## config.mk

```make
export PLATFORM = sky130hd
export DESIGN_NAME = fsk_tx_frame_ctrl
export DESIGN_NICKNAME = d
export VERILOG_FILES = /design/src/rtl/fsk_pkg.sv /design/src/rtl/fsk_check_encode.sv /design/src/rtl/fsk_tx_frame_ctrl.sv
export SDC_FILE = /design/constraint.sdc
export NUM_CORES = 1
export LEC_CHECK = 0
export CAP_MARGIN = 10
export CORE_MARGIN = 5
export CORE_UTILIZATION = 30
export CTS_CLUSTER_DIAMETER = 120
export CTS_CLUSTER_SIZE = 8
export DETAILED_ROUTE_END_ITERATION = 12
export PLACE_DENSITY_LB_ADDON = 0.1
export SKIP_CTS_REPAIR_TIMING = 1
export SLEW_MARGIN = 20
export SYNTH_ARGS = -nofsm -noshare
export SYNTH_HDL_FRONTEND = slang
export SYNTH_HIERARCHICAL = 1
export SYNTH_SLANG_ARGS = --single-unit
export TNS_END_PERCENT = 5
```

## constraint.sdc

```tcl
create_clock -name clk -period 2.4 [get_ports clk]
set_clock_uncertainty 0.2 [all_clocks]
set_input_delay 0.36 -clock clk [delete_from_list [all_inputs] [get_ports clk]]
set_output_delay 0.36 -clock clk [all_outputs]
set_load 0.01 [all_outputs]
```

## src/rtl/fsk_pkg.sv

```systemverilog
// Shared definitions for the FSK transmit/receive framing blocks.
package fsk_pkg;

   localparam int   DATA_W         = 8;
   localparam int   CODE_W         = 9;
   localparam logic START_BIT      = 1'b0;
   localparam logic STOP_BIT       = 1'b1;
   // start + 9 coded bits + stop, added to the preamble length
   localparam int   FRAME_OVERHEAD = 11;

   typedef enum logic [2:0] {
      IDLE     = 3'd0,
      PREAMBLE = 3'd1,
      START    = 3'd2,
      DATA     = 3'd3,
      STOP     = 3'd4
   } fsk_state_e;

endpackage

```

## src/rtl/fsk_check_encode.sv

```systemverilog
// Combinational check encoder: appends one parity bit above the data byte.
// Shared with the receive side, which re-encodes and compares.
module fsk_check_encode
   import fsk_pkg::*;
#(
   parameter bit PARITY_ODD = 1'b0
) (
   input  logic [DATA_W-1:0] data,
   output logic [CODE_W-1:0] coded
);

   // bit8 makes the 9-bit word's ones count even (or odd when PARITY_ODD=1)
   always_comb begin
      coded = {(^data) ^ PARITY_ODD, data};
   end

endmodule

```

## src/rtl/fsk_tx_frame_ctrl.sv

```systemverilog
// Transmit frame sequencer: takes one byte per frame over valid/ready, then
// drives preamble, start bit, 9 coded bits (LSB first) and stop bit to the
// FSK modulator, each bit held for BIT_CYCLES clocks.
//
// Handshake: a byte transfers on a rising edge where in_valid and in_ready
// are both 1; in_ready is only high in IDLE, so inputs are ignored mid-frame.
// All outputs are registered: they are loaded from the next-state decode so
// the first frame bit appears in the cycle right after the transfer edge.
module fsk_tx_frame_ctrl
   import fsk_pkg::*;
#(
   parameter int unsigned BIT_CYCLES    = 16,
   parameter int unsigned PREAMBLE_BITS = 8,
   parameter bit          PARITY_ODD    = 1'b0
) (
   input  logic              clk,
   input  logic              rst_n,
   input  logic [DATA_W-1:0] datain,
   input  logic              in_valid,
   output logic              in_ready,
   output logic              tx_bit,
   output logic              tx_en,
   output logic              busy,
   output logic              frame_done,
   output fsk_state_e        dbg_state
);

   localparam logic [15:0] CNT_LAST = 16'(BIT_CYCLES - 1);
   localparam logic [7:0]  PRE_LAST = 8'(PREAMBLE_BITS - 1);
   localparam logic [7:0]  DAT_LAST = 8'(CODE_W - 1);

   fsk_state_e        state_q, state_d;
   logic [15:0]       cnt_q, cnt_d;
   logic [7:0]        idx_q, idx_d;
   logic [CODE_W-1:0] word_q, word_d;
   logic [CODE_W-1:0] code;
   logic              bit_last;
   logic              tx_bit_d, tx_en_d, in_ready_d, frame_done_d;

   fsk_check_encode #(
      .PARITY_ODD (PARITY_ODD)
   ) u_encode (
      .data  (datain),
      .coded (code)
   );

   assign bit_last  = (cnt_q == CNT_LAST);
   assign dbg_state = state_q;

   // Next state, bit timer, bit index and registered-output decode
   always_comb begin
      state_d      = state_q;
      cnt_d        = cnt_q;
      idx_d        = idx_q;
      word_d       = word_q;
      frame_done_d = 1'b0;

      case (state_q)
         IDLE: begin
            if (in_valid && in_ready) begin
               word_d  = code;
               cnt_d   = '0;
               idx_d   = '0;
               state_d = (PREAMBLE_BITS == 0) ? START : PREAMBLE;
            end
         end
         PREAMBLE: begin
            cnt_d = cnt_q + 16'd1;
            if (bit_last) begin
               cnt_d = '0;
               if (idx_q == PRE_LAST) begin
                  idx_d   = '0;
                  state_d = START;
               end else begin
                  idx_d = idx_q + 8'd1;
               end
            end
         end
         START: begin
            cnt_d = cnt_q + 16'd1;
            if (bit_last) begin
               cnt_d   = '0;
               idx_d   = '0;
               state_d = DATA;
            end
         end
         DATA: begin
            cnt_d = cnt_q + 16'd1;
            if (bit_last) begin
               cnt_d = '0;
               if (idx_q == DAT_LAST) begin
                  idx_d   = '0;
                  state_d = STOP;
               end else begin
                  idx_d = idx_q + 8'd1;
               end
            end
         end
         STOP: begin
            cnt_d = cnt_q + 16'd1;
            if (bit_last) begin
               cnt_d        = '0;
               state_d      = IDLE;
               frame_done_d = 1'b1;
            end
         end
         default: begin
            state_d = IDLE;
            cnt_d   = '0;
            idx_d   = '0;
         end
      endcase

      // Output values for the cycle after this edge, decoded from next state
      tx_bit_d   = STOP_BIT;
      tx_en_d    = 1'b1;
      in_ready_d = 1'b0;
      case (state_d)
         IDLE: begin
            tx_bit_d   = STOP_BIT;
            tx_en_d    = 1'b0;
            in_ready_d = 1'b1;
         end
         PREAMBLE: tx_bit_d = ~idx_d[0];
         START:    tx_bit_d = START_BIT;
         DATA:     tx_bit_d = word_d[idx_d[3:0]];
         STOP:     tx_bit_d = STOP_BIT;
         default: begin
            tx_bit_d   = STOP_BIT;
            tx_en_d    = 1'b0;
            in_ready_d = 1'b0;
         end
      endcase
   end

   // State, counters, latched word and registered outputs
   always_ff @(posedge clk) begin
      if (!rst_n) begin
         state_q    <= IDLE;
         cnt_q      <= '0;
         idx_q      <= '0;
         word_q     <= '0;
         tx_bit     <= 1'b1;
         tx_en      <= 1'b0;
         busy       <= 1'b0;
         in_ready   <= 1'b0;
         frame_done <= 1'b0;
      end else begin
         state_q    <= state_d;
         cnt_q      <= cnt_d;
         idx_q      <= idx_d;
         word_q     <= word_d;
         tx_bit     <= tx_bit_d;
         tx_en      <= tx_en_d;
         busy       <= tx_en_d;
         in_ready   <= in_ready_d;
         frame_done <= frame_done_d;
      end
   end

endmodule
```

; ---- Word-level counts from Yosys, hierarchy flattened
; Cells that the tools add are included.
[word_totals]
wordCells = 63
out_inout_bits = 8
reg_bits = 40
[classes]
eq_ne = 15
n_bitwise = 2
order_cmp = 1
mux = 26
n_addsub = 2
reduce_logical = 8
[op_table]
columns = cell, count
row1 = two-way mux 8 bit, 6
row2 = one-hot mux 8 bit (5 select lines), 1
row3 = two-way mux 16 bit, 2
row4 = one-hot mux 16 bit (2 select lines), 1
row5 = two-way mux 3 bit, 7
row6 = two-way mux 9 bit, 2
row7 = "adder 16 x 1 -> 16 bit, second input constant", 1
row8 = "equality test 16 x 4 -> 1 bit, second input constant", 1
row9 = one-hot mux 3 bit (5 select lines), 1
row10 = "equality test 3 x 2 -> 1 bit, second input constant", 4
row11 = "adder 8 x 1 -> 8 bit, second input constant", 1
row12 = "equality test 8 x 3 -> 1 bit, second input constant", 1
row13 = "equality test 8 x 4 -> 1 bit, second input constant", 1
row14 = "!= test 2 bit, second input constant", 4
row15 = OR reduction 4 bit, 2
row16 = XOR reduction 8 bit, 1
row17 = "equality test 3 x 1 -> 1 bit, second input constant", 2
row18 = "equality test 3 bit, second input constant", 2
row19 = zero test 3 bit, 2
row20 = "< comparator 4 x 5 -> 1 bit, second input constant", 1
row21 = AND reduction 5 bit, 1
row22 = binary-select mux 1 bit (select 4 bit), 1
row23 = two-way mux 1 bit, 4
row24 = one-hot mux 1 bit (3 select lines), 1
row25 = 3 further kinds, 4

; ---- Longest topological paths before layout
[depth]
depth_word = 7
ltp_mapped = 9

; ---- Modules after synthesis
; Netlist, hierarchy kept.
[by_module_without_submodules]
columns = module, area_each_um2, seq_area_each_um2, cells_per_inst, instances
row1 = fsk_tx_frame_ctrl, 2135.8, 800.8, 249, 1
row2 = fsk_check_encode, 121.4, 0.0, 15, 1

; ---- Worst setup path after synthesis
; No wires, ideal clock.
[synth_timing]
path_kind = reg2reg
from = register state_q[0] (netlist: dbg_state[0])
to = register tx_bit
synth_period_minus_slack_ns = 2.510
required_time_ns = 2.065
slack_ns = -0.110
path_stages_with_launch = 10
arrival_ns = 2.174
n_path_buf = 2
cell_sequence = dfxtp_1 -> buf_6 -> or3_4 -> or2_0 -> buf_2 -> o221a_4 -> nand2_2 -> mux2_1 -> o2111ai_1 -> a41oi_2
[synth_between]
elab_chain_len = 5
[synth_rtl]
columns = element, line_no
row1 = "start, declared", fsk_tx_frame_ctrl.sv:32  ; fsk_state_e state_q, state_d;
row2 = "start signal, assigned", fsk_tx_frame_ctrl.sv:149  ; state_q <= state_d;
row3 = "equality test 3 bit, or another cell as far along", fsk_tx_frame_ctrl.sv:58  ; case (state_q)
row4 = "one-hot mux 8 bit (5 select lines), or another cell as far along", fsk_tx_frame_ctrl.sv:58
row5 = binary-select mux 1 bit (select 4 bit) or one-hot mux 3 bit (5 select lines) (tied branches), "fsk_tx_frame_ctrl.sv:126, fsk_tx_frame_ctrl.sv:58"
row6 = "two-way mux 1 bit (implied by the code), or another cell as far along", fsk_tx_frame_ctrl.sv:126  ; DATA: tx_bit_d = word_d[idx_d[3:0]];
row7 = one-hot mux 1 bit (3 select lines) (*), fsk_tx_frame_ctrl.sv:118  ; case (state_d)
row8 = "end signal, assigned", fsk_tx_frame_ctrl.sv:153  ; tx_bit <= tx_bit_d;
row9 = "end, declared", fsk_tx_frame_ctrl.sv:21  ; output logic tx_bit,
; Every way passes the cells marked *; elsewhere a longest branch is shown, timed or not. The select of a mux whose other input is x is not followed.
; A chain may end at the register's enable or synchronous reset.

; ---- Worst setup path after layout
[layout_timing]
from = register idx_q[5]
to = register tx_bit
[layout_between]
elab_chain_len = 7
[layout_rtl]
columns = element, line_no
row1 = "start, declared", fsk_tx_frame_ctrl.sv:34  ; logic [7:0] idx_q, idx_d;
row2 = "start signal, assigned", fsk_tx_frame_ctrl.sv:151  ; idx_q <= idx_d;
row3 = equality test 8 x 4 -> 1 bit or equality test 8 x 3 -> 1 bit (tied branches), "fsk_tx_frame_ctrl.sv:91, fsk_tx_frame_ctrl.sv:71"
row4 = two-way mux 8 bit (on tied branches), "fsk_tx_frame_ctrl.sv:91, fsk_tx_frame_ctrl.sv:71"
row5 = two-way mux 8 bit (on tied branches), "fsk_tx_frame_ctrl.sv:89, fsk_tx_frame_ctrl.sv:69"
row6 = one-hot mux 8 bit (5 select lines), fsk_tx_frame_ctrl.sv:58
row7 = binary-select mux 1 bit (select 4 bit), fsk_tx_frame_ctrl.sv:126
row8 = two-way mux 1 bit (implied by the code), fsk_tx_frame_ctrl.sv:126
row9 = one-hot mux 1 bit (3 select lines) (*), fsk_tx_frame_ctrl.sv:118
; Marks and branches as above.

==> impl_results.md <==
* Status: finished with violations
* Failing checks: negative setup slack
* Synth Area per Inst at 8.55 um2
* Data required, critical path at between 2000 and 2500 ps
* Share of power burned in registers at a little over two fifths
* Worst hold path depth at 2
* Min Hold Slack at approximately 270 ps
* Commonest non-fill, non-tap cell in the layout: buf_4
* Root buffer cell: clkbuf_8
* RePlAce Congestion at ~0.77
* Most frequent cells in the layout: 52 x buf_4, 33 x nand2_1, 33 x dfxtp_1, 25 x nor2_1
* P per Cell Area at 532 nW/um2
* Clock transition at the registers of the reported paths at approximately 90 ps
* Fillers at roughly 750
* Routed wire per std cell at between 10 and 15 um
* Final Hold Viols at 0
* Worst Setup Path Type: register to register
* Worst hold start: word_q[7]$_SDFF_PN0_
* GRT Overall Usage at between 10% and 20%
* Worst skew pair latency at 290 ps
* Final #Nets at approximately 340
* Post-Syn Area at about 2300 um2
* Core box area at 7290 um2
* Setup TNS at -21.4 ps
* Via count at around 2000
* 1st-iter DRT viols at 71
* Worst slew pin tran at between 300 and 400 ps
* Psw at ~0.35 mW
* Largest net degree at the start of global routing at 14
* Vias in the first global route at about 2100
* Max-slew violation count at 0
* Largest fanout on the critical path at 5
* Num CTS Buffers at 5
* Total gr overflow at 0
* Gate power share at 11.3%
* Die area at 9360 um2
* Static Leak at around 1.2 nW
* Worst hold path type: register to register
* Critical path's slowest cell: or4_4
* Period utilization at 101%
* Sequential share of the synthesized area at 35.5%
* First-pass GRT wire length at about 10 mm
* Endpoints failing setup at 1
* Fin crit period at about 2400 ps
* CP Data Arrival Time at ~2400 ps
* Ys async rst share at 0%
* Post-DP HPWL at between 4 and 5 mm
* Crit path top cell by count: buf_6
* R2r setup slk at -20 ps
* Reg-to-Reg Start: idx_q[5]$_SDFFE_PN0P_
* CP Cell Sequence: or4_4 -> buf_6 -> a21oi_4 -> o31ai_4 -> buf_6 -> and3_4 -> a211o_1 -> nand4_1 -> a41oi_2
* Initial Utilization at between 30% and 40%
* R2R depth at 9
* Final WL at between 5 and 6 mm
* CP max stage delay at 550 ps
* Setup WS pre-CTS at -107 ps
* Fmax at ~0.41 GHz
* CP Launch Type: register
* Flop and latch count out of synthesis at 40
* Diodes inserted at 0
* Multi-input gate area at 1390 um2
* Int Pwr at around 1.3 mW
* Sequential cell area at between 800 and 900 um2
* DRC Markers at 0
* CTS H-tree depth at 2
* Top FF cell, synth: dfxtp_1
* Clk pwr share at 47.0%
* Antenna violations before repair at 0
* Number of synthesis warnings at 6
* Max-cap violations at 0
* RSZ-0062 raised after global routing: yes
* Via density at 4.78
* Pwr Total at 1.65 mW
* Area growth, synth to finish at 37.3%
* Peak supply drop at about 0.27 mV
* IO Port Bufs at 18
* Instance count of the mapped netlist at ~260
* Post-synth EDFFs at 0
* Fraction of layout cells with a size suffix above 1 at 29.8%
* DR pass1 iterations at 4
* Syn Nets at between 200 and 300
* Die width at slightly below 100 um
* ANT nets after route at 0
* Die Ht at 96.7 um
* Hold endpoint: word_q[7]$_SDFF_PN0_
* Worst r2r dst: tx_bit$_SDFF_PN1_
* Number of distinct library cells after synthesis at 62
* Core Rows at 31
* Total clock sinks at 40
* Final worst slack at -21.4 ps
* IO Pins at 19
* CTS tree: built
* Worst setup EP type: register
* Clock tree buffer depth at 2
* Net Sw Frac at a little over a fifth
* Worst slew margin at between 70% and 80%
==> critical path: cells and delay by family, from the launching register on <==
kind | cells | cell delay, ps
AO/OA/AOI/OAI | 4 | 700
flip-flops | 1 | 330
AND/OR/NAND/NOR | 3 | 790
buffers and inverters | 2 | 280
==> power by group through the flow <==
| stage | sequential, mW | clock, mW | combinational [mW] |
|---|---|---|---|
| finish | 0.689 | 0.775 | 0.186 |
| global route | 0.691 | 0.829 | 0.206 |
| CTS | 0.687 | 0.797 | 0.186 |
| detailed placement | 0.703 | 0 | 0.185 |
| global placement | 0.703 | 0 | 0.186 |
| floorplan | 0.703 | 0 | 0.108 |
==> how the worst max path moves through the flow <==
stage,from,end
after global placement,cnt_q[1]$_SDFFE_PN0P_,tx_bit$_SDFF_PN1_
after floorplan,dbg_state[0]$_SDFF_PN0_,tx_bit$_SDFF_PN1_
final,idx_q[5]$_SDFFE_PN0P_,tx_bit$_SDFF_PN1_
after global routing,idx_q[5]$_SDFFE_PN0P_,tx_bit$_SDFF_PN1_
after CTS,cnt_q[1]$_SDFFE_PN0P_,tx_bit$_SDFF_PN1_
after detailed placement,cnt_q[1]$_SDFFE_PN0P_,tx_bit$_SDFF_PN1_
==> synth_stat cells, drive strengths merged (2+ instances only) <==
library cell | instances | area, um2
o21ai | 11 | 55.1
or2 | 3 | 18.8
nand2b | 2 | 12.5
mux2 | 2 | 22.5
and3 | 11 | 73.8
and4 | 2 | 17.5
dfxtp | 40 | 801
mux2i | 3 | 30.0
buf | 13 | 93.8
a21oi | 20 | 111
nor4 | 3 | 48.8
nand4bb | 2 | 22.5
clkbuf | 5 | 18.8
o31a | 2 | 17.5
inv | 5 | 18.8
or3 | 2 | 17.5
a211oi | 3 | 22.5
a31oi | 2 | 12.5
and2 | 5 | 31.3
ha | 3 | 37.5
nand2 | 34 | 130
nand4 | 7 | 58.8
xor2 | 11 | 96.3
nor2 | 27 | 104
nand3 | 8 | 40.0
nor3 | 6 | 35.0
xnor2 | 10 | 87.6
==> logic make-up after synthesis <==
| kind of cell | count (synthesis) | share of synthesized area (%) |
|---|---|---|
| and+or+nand+nor | 120 | 30.3 |
| AOI/OAI and AO/OA | 51 | 16.1 |
| DFF | 40 | 35.5 |
| buffers and inverters | 24 | 5.99 |
| xor gates and xnor gates | 21 | 8.15 |
| muxes | 5 | 2.33 |
| adders and majority gates | 3 | 1.66 |
==> sequential cells by signal, indices dropped and copies added (netlist names) <==
register	count
busy	1
cnt_q	16
dbg_state	3
frame_done	1
idx_q	8
in_ready	1
tx_bit	1
word_q	9
==> layer usage <==
layer  vias up  wire, um  global-route usage (%)
li1       1047         -                       -
met1       963      2740                    15.9
met2        18      2890                    22.0
met3         2       177                    3.09
met4         0        31                    3.13
met5         -         0                       0
==> stage by stage <==
step / std cells / area [um2] / utilization, %
global route: 425 / 3100 / 42.5
global placement: 414 / 2850 / 39.1
detailed placement: 414 / 2850 / 39.1
finish: 425 / 3100 / 42.5
floorplan: 264 / 2280 / -
CTS: 422 / 3010 / 41.2
==> final cells by class <==
| class | count | area share, % |
|---|---|---|
| clock buffers | 5 | 2.22 |
| flip-flops and latches | 40 | 26.1 |
| inverters | 6 | 0.727 |
| multi-input cells | 200 | 44.9 |
| clock inverters | 3 | 2.91 |
| repair buffers | 72 | 19.1 |
| well taps | 99 | 4.00 |
Note: power is estimated with default switching activity, not from simulation.
==> RTL edit 1: new RTL, config.mk and constraints unchanged <==
Register the output `dbg_state` once more, without a reset; this adds one clock of latency there. The other outputs are not delayed to match.
--- a/src/rtl/fsk_tx_frame_ctrl.sv
+++ b/src/rtl/fsk_tx_frame_ctrl.sv
@@ -45,7 +45,9 @@
    );
 
    assign bit_last  = (cnt_q == CNT_LAST);
-   assign dbg_state = state_q;
+   always_ff @(posedge clk) begin
+      dbg_state <= state_q;
+   end
 
    // Next state, bit timer, bit index and registered-output decode
    always_comb begin
Function: changed (Yosys sat finds a counterexample within 4 cycles, from zero or initial values and one cycle with rst_n low).
==> RTL edit 1 against the unedited design <==
The run still ends with negative setup slack left. First-iteration DRC count fell by 23%. Sequential cell count grew 3. Synthesized cell count decreased by 8.7%. Design area shrank 0.69%. Worst setup slack worse by 290 ps. Area after synthesis down 6.7%. Critical path depth up 1. Routed wire length down 15%. Clock power is 14% lower. Via count shrank 8.1%. Power down 5.4%. Critical path type unchanged. Critical endpoint unchanged.
==> RTL edit 1: results <==
status:
  status: "complete, but fails checks"
  violations: "negative setup slack"
clocking:
  root_buffer: "clkbuf_8"
  cts_made_buffers: 5
  path_clk_slew_ps: 90
  h-tree-depth: 2
  clk_latency_ps: 300
  cts_max_path_buffers: 2
placed_design:
  port-buffer-count: 18
  globalplace.congestion: 0.762
  dp_hpwl_um: 3710
  dp_cells: 405
worst_setup_path:
  crit_path_max_incr_delay_ps: 480
  worstPathArrival_ps: 2680
  cp_max_fo: 5
  slowest_stage: "or4b_4"
  critical-path-top-delay-family: "simple AND/OR/NAND/NOR gates"
sta:
  relSlewSlack: 0.611
  timing.final.ws_setup_ps: -307
  setup_viol: 2
global_routing:
  grt_pass1_vias: 1842
  grt_pass1_wl_um: 8450
  antenna_found_initial: 0
  grt_max_degree: 16
  grt.total_usage: 0.122
synth:
  synth-seq-area-share: 0.409
  synth_top_cells_by_count: "dfxtp_1, nor2_1, nand2_1, xor2_1, xnor2_1"
  synth_ff_type: "dfxtp_1"
  ys_warn_count: 6
  async_flop_share: 0
  syn_inst: 241
  synthDistinctLibCells: 46
  netlist_top_cells_area: "dfxtp_1, nor2_1, xor2_1"
  syn_nets: 255
final_layout:
  top_regs: "cnt_q x16, word_q x9, idx_q x8"
  final_nets: 334
  nFillCells: 709
  drive_above_1_share: 0.327
  diodes: 0
drt:
  route.met2.wl_um: 2090
  routed-wl-met3_um: 176
  via_count: 1865
  wl_met1_um: 2620
  route.top_layer_used: "met4"
  drtIter0Drc: 55
  wl_um: 4950
  drc: 0
  firstDrtPassIters: 4
  viasPerCell: 4.47
pwr:
  leakagePower_uw: 0.00121
  internal_power_uw: 1230
  peakVddDrop_mv: 0.268
worst_hold_path:
  hp-class: "reg -> reg"
-- RTL edit 1: cell types whose count changed after synthesis, sizes merged, moves of 6 or more --
| cell | change |
|---|---|
| nand2 | -11 |
| a21oi | -11 |
| nor2 | +11 |
| and3 | -7 |
| mux2i | +6 |
-- RTL edit 1: area by class of cell --
cell class              count  area share
repair buffers             86       0.228
well taps                  96      0.0390
inverters                   6     0.00732
flip-flops and latches     43       0.281
clock inverters             2      0.0195
clock buffers               6      0.0236
multi-input cells         178       0.401
-- RTL edit 1: routing by layer --
metal	global-route usage	vias up
met5	0	-
met4	0.0397	0
met3	0.0369	6
met2	0.179	25
met1	0.170	852
li1	-	982
-- RTL edit 1: final timing paths --
kind                                             start                    to  slack, ps  depth (start not counted)
worst max-delay path            cnt_q[10]$_SDFFE_PN0P_     tx_bit$_SDFF_PN1_       -310                         10
worst min-delay path              word_q[0]$_SDFF_PN0_  word_q[0]$_SDFF_PN0_        270                          2
worst max register to register  cnt_q[10]$_SDFFE_PN0P_     tx_bit$_SDFF_PN1_       -310                         10
worst min register to register    word_q[0]$_SDFF_PN0_  word_q[0]$_SDFF_PN0_        270                          2
-- RTL edit 1: worst min-delay path, stage by stage, from the launching register on --
cell	delay (ps)
dfxtp_1	310
nand2_1	60
a21oi_1	60
-- RTL edit 1: stage by stage --
stage / total power, uW / instance area (um^2) / setup WS, ps / TNS (ps)
finish: 1560 / 3080 / -307 / -352
floorplan: 838 / 2140 / -243 / -243
global placement: 898 / 2820 / -569 / -931
global route: 1650 / 3080 / -454 / -808
CTS: 1580 / 2950 / -394 / -394
detailed placement: 898 / 2820 / -609 / -966
-- RTL edit 1: logic make-up after synthesis --
group | after synthesis | synth area share
muxes | 10 | 0.0481
and+or+nand+nor | 108 | 0.260
AOI/OAI and AO/OA | 33 | 0.108
xor gates and xnor gates | 24 | 0.0998
adders and majority gates | 3 | 0.0178
DFF | 43 | 0.409
buffers and inverters | 20 | 0.0576
-- RTL edit 1: power groups by stage --
stage	clock network (uW)	registers, uW	logic (uW)
2_1_floorplan	0	751	87.1
3_3_place_gp	0	749	148
3_5_place_dp	0	750	148
4_1_cts	694	733	149
5_1_grt	734	735	176
6_report	670	733	157
==> RTL edit 2: new RTL, same settings <==
Without the edit above. The parameter `BIT_CYCLES` goes from 16 to 15.
--- a/src/rtl/fsk_tx_frame_ctrl.sv
+++ b/src/rtl/fsk_tx_frame_ctrl.sv
@@ -9,7 +9,7 @@
 module fsk_tx_frame_ctrl
    import fsk_pkg::*;
 #(
-   parameter int unsigned BIT_CYCLES    = 16,
+   parameter int unsigned BIT_CYCLES    = 15,
    parameter int unsigned PREAMBLE_BITS = 8,
    parameter bit          PARITY_ODD    = 1'b0
 ) (
Behaviour: same outputs for any inputs over 10 cycles, from zero or initial values and one cycle with rst_n low; that may be too few to reach the edited logic, so the function may still have changed.
==> RTL edit 2 against the unedited design <==
The run still ends with negative setup slack left. Sequential cell count is the same. Area after synthesis up 2.0%. Design area grew 6.3%. Power is 6.9% lower. Worst setup slack lost 280 ps. Core utilization is 0.80 points higher. Hold slack got worse by 7.9 ps. Global-route usage rose by 0.90 points. Routed wire length up 11%. Critical endpoint unchanged. Highest routed layer unchanged.
==> RTL edit 2: results <==
global_routing:
  grt_max_degree: 13
  grt_pass1_wl_um: 10600
  use_met3: 0.0266
worst_setup_path:
  worstPathArrival_ps: 2680
final_layout:
  final_nets: 375
  buffers_excl_clock: 94
  buffer_area_frac: 0.229
  finalNonFillerCells: 463
  clockBufferCount: 7
  nFillCells: 787
  inv_count: 12
  drive_above_1_share: 0.316
pwr:
  switching_power_uw: 375
die:
  die_area_um2: 9530
synth:
  synthMuxAreaShare: 0.0223
  synth_top_cells_by_count: "dfxtp_1, nand2_1, nor2_1, a21oi_1, inv_1"
  yosys.area_share.xor_xnor: 0.0685
  yosys.area_share.adder: 0.0217
  syn_area_um2: 2300
sta:
  timing.final.ws_setup_ps: -302
  setup_viol: 5
  tns_ps: -718
status:
  violations: "negative setup slack"
  status: "complete, but fails checks"
drt:
  routed-wl-met3_um: 242
  route.met2.wl_um: 2870
-- RTL edit 2: cell count changes after synthesis, sizes merged, moves of 3 or more --
cell,unedited run,this run
a31oi,2,5
and2,5,9
and3,11,2
inv,5,12
nand2,34,30
nand3,8,4
nand4,7,10
nor3,6,10
nor4,3,7
o21ai,11,6
o32ai,0,4
or3,2,6
-- RTL edit 2: tightest hold or removal path: cells and delay by family, from the launching register on --
family,cells,cell delay [ps]
flip-flops,1,320
AND/OR/NAND/NOR,1,50
AO/OA/AOI/OAI,1,50
-- RTL edit 2: final timing paths --
path	from	end	slack, ps	depth (start not counted)
worst max-delay path	cnt_q[0]$_SDFFE_PN0P_	tx_bit$_SDFF_PN1_	-300	10
worst min-delay path	word_q[2]$_SDFF_PN0_	word_q[2]$_SDFF_PN0_	260	2
worst max register to register	cnt_q[0]$_SDFFE_PN0P_	tx_bit$_SDFF_PN1_	-300	10
worst min register to register	word_q[2]$_SDFF_PN0_	word_q[2]$_SDFF_PN0_	260	2
